`config.mk`:
```
export PLATFORM = sky130hd
export DESIGN_NAME = inst_loader
export DESIGN_NICKNAME = d
export VERILOG_FILES = /design/src/rtl/inst_loader.sv
export SDC_FILE = /design/constraint.sdc
export NUM_CORES = 1
export LEC_CHECK = 0
export CORE_AREA = 2 2 66 68
export DETAILED_ROUTE_END_ITERATION = 10
export DIE_AREA = 0 0 68 70
export HOLD_SLACK_MARGIN = 0.06
export PLACE_DENSITY = 0.88
export REMOVE_ABC_BUFFERS = 1
export SLEW_MARGIN = 20
export SYNTH_ARGS = -nofsm -noshare
export SYNTH_HDL_FRONTEND = slang
export SYNTH_SLANG_ARGS = --single-unit
```
`constraint.sdc`:
```
create_clock -name clk -period 4.4 [get_ports clk]
set_input_delay 0.66 -clock clk [delete_from_list [all_inputs] [get_ports clk]]
set_output_delay 0.66 -clock clk [all_outputs]
set_load 0.005 [all_outputs]
```
`src/rtl/inst_loader.sv`:
```
// Byte-stream instruction loader: assembles big-endian 16-bit words from a
// byte stream, writes them to instruction memory and releases the CPU on HALT.
module inst_loader #(
    parameter int          ADDR_W  = 8,
    parameter logic [3:0]  HALT_OP = 4'b1111
) (
    input  logic              clk,
    input  logic              rst,
    input  logic              start,
    input  logic              in_valid,
    input  logic [7:0]        in_data,
    output logic              in_ready,
    output logic              mem_we,
    output logic [ADDR_W-1:0] mem_addr,
    output logic [15:0]       mem_wdata,
    output logic              cpu_run,
    output logic              done,
    output logic              err,
    output logic [ADDR_W:0]   word_count
);

    typedef enum logic [2:0] {
        S_IDLE,
        S_HI,
        S_LO,
        S_WRITE,
        S_DONE,
        S_ERR
    } state_t;

    localparam logic [ADDR_W-1:0] ADDR_ONE = 1;
    localparam logic [ADDR_W:0]   WC_ONE   = 1;

    state_t              state_q, state_d;
    logic [7:0]          hi_q, hi_d;
    logic [15:0]         wdata_q, wdata_d;
    logic [ADDR_W-1:0]   addr_q, addr_d;
    logic [ADDR_W:0]     wc_q, wc_d;
    logic                addr_last;

    assign addr_last = &addr_q;

    always_ff @(posedge clk or posedge rst) begin
        if (rst) begin
            state_q <= S_IDLE;
            hi_q    <= '0;
            wdata_q <= '0;
            addr_q  <= '0;
            wc_q    <= '0;
        end else begin
            state_q <= state_d;
            hi_q    <= hi_d;
            wdata_q <= wdata_d;
            addr_q  <= addr_d;
            wc_q    <= wc_d;
        end
    end

    always_comb begin
        state_d = state_q;
        hi_d    = hi_q;
        wdata_d = wdata_q;
        addr_d  = addr_q;
        wc_d    = wc_q;
        unique case (state_q)
            S_IDLE, S_DONE, S_ERR: begin
                if (start) begin
                    state_d = S_HI;
                    addr_d  = '0;
                    wc_d    = '0;
                end
            end
            S_HI: begin
                if (in_valid) begin
                    hi_d    = in_data;
                    state_d = S_LO;
                end
            end
            S_LO: begin
                if (in_valid) begin
                    wdata_d = {hi_q, in_data};
                    state_d = S_WRITE;
                end
            end
            S_WRITE: begin
                wc_d = wc_q + WC_ONE;
                // The last address is held rather than wrapped; ERR or DONE follows.
                if (!addr_last) begin
                    addr_d = addr_q + ADDR_ONE;
                end
                if (wdata_q[15:12] == HALT_OP) begin
                    state_d = S_DONE;
                end else if (addr_last) begin
                    state_d = S_ERR;
                end else begin
                    state_d = S_HI;
                end
            end
            default: state_d = S_IDLE;
        endcase
    end

    assign in_ready   = (state_q == S_HI) || (state_q == S_LO);
    assign mem_we     = (state_q == S_WRITE);
    assign mem_addr   = addr_q;
    assign mem_wdata  = wdata_q;
    assign cpu_run    = (state_q == S_DONE);
    assign done       = (state_q == S_DONE);
    assign err        = (state_q == S_ERR);
    assign word_count = wc_q;

endmodule

```
## Word-level counts from Yosys, hierarchy flattened

Cells that the tools add are included.

- Input bits: 12
- Logic and storage cells: 38
- Output and inout bits: 38
- Bits in registers: 44
- Latch bits: 0
- RAM bits: 0
- Memory bits (read-only): 0
- Memories: 0

- Reductions and logical operators: 10
- Bitwise gates (word level): 0
- Divide/modulo/power cells: 0
- Multipliers: 0
- Muxes and demuxes: 11
- Equal/unequal tests: 10
- Order comparisons: 0
- Add/subtract/negate cells: 2
- Shift-type cells: 0

Operators by type and width:

| cell | number |
|---|---|
| $pmux 9 s2 | 1 |
| $mux 8 | 2 |
| $pmux 8 s2 | 1 |
| $mux 3 | 5 |
| $pmux 3 s4 | 1 |
| $add 9x1->9 const B | 1 |
| $mux 9 | 1 |
| $add 8x1->8 const B | 1 |
| $ne 2x2->1 const B | 4 |
| $reduce_and 8->1 | 1 |
| $eq 3x2->1 const B | 2 |
| $eq 3x3->1 const B | 2 |
| $reduce_and 2->1 | 3 |
| $reduce_and 3->1 | 2 |
| $eq 4x4->1 const B | 1 |
| $eq 3x1->1 const B | 1 |
| $logic_not 3->1 | 1 |
| $reduce_or 3->1 | 1 |
| $reduce_bool 2->1 | 1 |
| $logic_or 1x1->1 | 1 |

## Depth between registers and ports, before layout

- Depth after elaboration: 4
- Depth in mapped cells: 7
- Gate-level depth less buffers: 5

## Least setup slack after synthesis

No wires, ideal clock.

- Path kind: input to register
- Start point: in in_valid
- End point: reg wdata_q[0] (netlist: mem_wdata[0])
- Path buffers: 1
- Arrival: 1,481 ps
- Library setup time: 125 ps
- Cell stages on the path: 4
- Required time: 4,275 ps
- Setup slack: 2,794 ps
- Cell sequence: nand2b_1 > nor2_4 > buf_4 > mux2_2

- Cells in the longest elaborated chain, start to end: 1

RTL lines:

| what | RTL line | RTL |
|---|---|---|
| start, declared | 10 | `input logic in_valid,` |
| $reduce_and 2->1 (no source line) | - |  |
| end signal, assigned | 53 | `wdata_q <= wdata_d;` |
| end, declared | 36 | `logic [15:0] wdata_q, wdata_d;` |

Every way passes these cells.
A chain may end at the register's enable or synchronous reset.

## Worst setup path after layout

- Start point: reg state_q[0]
- End point: out mem_we

- Cells in the longest elaborated chain, start to end: 1

RTL lines:

| what | RTL line | RTL |
|---|---|---|
| start, declared | 34 | `state_t state_q, state_d;` |
| start signal, assigned | 51 | `state_q <= state_d;` |
| $eq 3x2->1 | 104 | `assign mem_we = (state_q == S_WRITE);` |
| end, declared | 13 | `output logic mem_we,` |

Every way passes these cells.

==> flow_summary_export.csv <==
group,metric,value,unit
status,status,"finished, final reports clean",
sta,final_max_slew_viol_count,0,
floorplan,io_pins,50,
routing,via_per_inst,5.55,
placed_design,dpl.hpwl,2.75,mm
layout,antenna_cells,0,
grt,grt_max_degree,45,
yosys,yosysUniqueCellTypes,37,
pwr,p_per_area,626,mW/mm^2
critical_path,cpLargestDelayFamily,"buffers and inverters",
critical_path,critical_path_required,3.74,ns
clock_tree,cts.htree.levels,2,
floorplan,die_w,68,um
sta,max_freq,405,MHz
floorplan,start_util,47.9,%
critical_path,crit_chain,"nand3b_4 -> inv_2 -> clkdlybuf4s50_1",
clock_tree,cts_tree,"yes",
critical_path,critical_path_class,"reg2out",
sta,hold_ws,0.487,ns
clock_tree,post-cts-setup-buffer-count,0,
critical_path,crit_path_max_fanout,15,
clock_tree,root_buffer,"clkbuf_8",
layout,final_cells,273,
grt,grt_use_total,18.2,%
layout,fill_cells,340,
critical_path,cp-end-kind,"primary output",
sta,rsz0062_at_grt,"false",
pwr,switching_share,31.7,%
yosys,synth_area,0.00198,sq mm
pwr,p_sw,517,uW
critical_path,arrival,1.81,ns
critical_path,crit_slowest_cell,"clkdlybuf4s50_1",
clock_tree,insertion_delay,0.30,ns
yosys,ys_top_cells_by_count,"dfrtp_1, mux2_2, nand2_1",
clock_tree,path_clk_slew,0.08,ns
pwr,clkPwrFrac,19.2,%
grt,grt_pass1_vias,1459,
grt,antenna_found_initial,0,
floorplan,die-area,0.00476,sq mm
routing,drtIter0Drc,106,
pwr,intPower,1110,uW
routing,num_vias,1514,
grt,grt_pass1_wl,6.54,mm
clock_tree,cts_hold_buffers,0,
layout,postLayoutCoreUtil,62.8,%
yosys,synthArstFlopShare,100,%
yosys,synth_edf_count,0,
sta,finalSetupViolCount,0,
sta,min_period,2.47,ns
placed_design,placed_cells,265,
routing,avgRoutedWirePerCell,14.7,um
sta,relSlewSlack,48.9,%
clock_tree,post_cts_resized,0,
placed_design,place_ws,2.14,ns
clock_tree,cts_inserted_buffers,5,
sta,setup_tns,0,ns
critical_path,worstSetupStartpointType,"register",
yosys,synth_most_common_cell,"dfrtp_1",
critical_path,crit_path_max_incr_delay,0.55,ns
yosys,synth_top_area_share,55.5,%
routing,drc,0,
critical_path,crit_buf_inv,2,
layout,area_growth,31.3,%
placed_design,portBuffers,49,
job,cap_violations,0,
grt,grt_overflow,0,
critical_path,regToRegSetupSlack,2.55,ns
pwr,pwr-share-seq,43.1,%
min_path,hold_class,"reg2reg",
floorplan,die_height,70,um
pwr,p_comb_share,37.7,%
placed_design,place.gp.congestion,0.713,
pwr,p_leak,0.00108,uW
pwr,ir_drop,367,uV
floorplan,rows,24,
sta,tightestPinTransition,0.761,ns
yosys,synthTopCellsByArea,"dfrtp_1, mux2_2, nand3_1, o21ai_0, nand2_1",
sta,hold_viol,0,
routing,drt-pass1-iter-count,4,
routing,ant_nets,0,
yosys,syn_avg_cell_area,11.7,sq um
routing,totalWireLength,4.00,mm
layout,drive_above_1_share,18.6,%
sta,period_share,56.1,%
floorplan,coreArea,0.00414,sq mm
yosys,ys_warn_count,0,
clock_tree,cts_buffer_depth,2,
clock_tree,clkSinkCount,44,
sta,setup_ws,1.93,ns
yosys,yosysSeqAreaShare,55.5,%
yosys,synth_cells,169,
yosys,synth_top_cell_by_area,"dfrtp_1",
layout,fin_nets,234,
yosys,synth-main-ff-cell,"dfrtp_1",
yosys,synth-seq-cells,44,
sta,fin_worst_skew,0.00868,ns
[stage by stage]
stage	power, uW	cell area, sq um
5_1_grt	1740	2600
3_5_place_dp	1330	2490
4_1_cts	1640	2600
3_3_place_gp	1300	2490
6_report	1630	2600
2_1_floorplan	986	1930
[placed cells by master (no fill, tap or decap), drive strengths merged]
cell           Yosys  final
or2                1      1
a31oi              2      2
buf                6      1
and3               3      3
a22o               1      1
inv                4      3
clkinvlp           0      1
bufinv             0      1
a211oi             1      1
dfrtp             44     44
a221oi             1      1
nor2               7      7
xor2               1      1
o21ai             14     14
nand3             13     13
ha                 2      2
nand4              3      3
clkdlybuf4s50      0     49
nor2b              1      1
nand3b             2      2
o211ai             5      5
mux2              24     24
and4               1      1
or3                3      3
a21oi              7      7
o21a               1      1
clkbuf             0      5
o31ai              2      2
or4                1      1
clkinv             0      2
nand2             15     15
nand2b             4      4
[logic make-up after synthesis]
family	count (synthesis)	share of synthesized area (%)
buf+inv	10	3.47
xor+xnor	1	0.442
flops	44	55.5
mux	24	13.6
compound gates	34	10.2
fa+ha+maj	2	1.26
simple gates	54	15.5
[flip-flops by register name, summed over array words and instances (netlist names)]
| register | flops |
|---|---|
| word_count | 9 |
| state_q | 3 |
| mem_wdata | 16 |
| hi_q | 8 |
| mem_addr | 8 |
[metal layers]
metal  global-route usage, %  vias to the layer above  wire [um]  share of wire [%]
li1                        -                      714          -                  -
met1                    22.8                      745       1780                 45
met2                    28.6                       49       1870                 47
met3                    6.28                        6        288                7.2
met4                    6.67                        0         66                1.6
met5                       0                        -          0                  0
[area by class of cell]
cell class / instances / area (sq um) / area share (%)
Sequential cell: 44 / 1100 / 42.3
Timing Repair Buffer: 50 / 498 / 19.1
Inverter: 4 / 15.0 / 0.577
Tap cell: 52 / 65.1 / 2.50
Clock buffer: 5 / 68.8 / 2.64
Multi-Input combinational cell: 115 / 813 / 31.2
Clock inverter: 3 / 42.5 / 1.63
[worst reg2reg max path, stage by stage (launching register included)]
cell and delay, ns:
dfrtp_1 0.43, ha_1 0.23, nand3_1 0.13, o21ai_1 0.64, nand2_1 0.16, a31oi_1 0.19
[final timing paths]
kind | from | to | depth (start not counted)
min | word_count[8]$_DFFE_PP0P_ | word_count[8]$_DFFE_PP0P_ | 1
max | state_q[0]$_DFFE_PP0P_ | mem_we | 3
max reg2reg | mem_addr[0]$_DFFE_PP0P_ | mem_addr[4]$_DFFE_PP0P_ | 5
min reg2reg | word_count[8]$_DFFE_PP0P_ | word_count[8]$_DFFE_PP0P_ | 1
min in group asynchronous | rst | mem_wdata[2]$_DFFE_PP0P_ | 3
max in group asynchronous | rst | state_q[2]$_DFFE_PP0P_ | 3
[power by group through the flow]
stage | Clock, uW | Combinational [uW] | Sequential [uW]
2_1_floorplan | 0 | 295 | 691
3_3_place_gp | 0 | 602 | 702
3_5_place_dp | 0 | 616 | 710
4_1_cts | 318 | 622 | 704
5_1_grt | 331 | 674 | 732
6_report | 312 | 614 | 703
(Power assumes the default switching activity.)
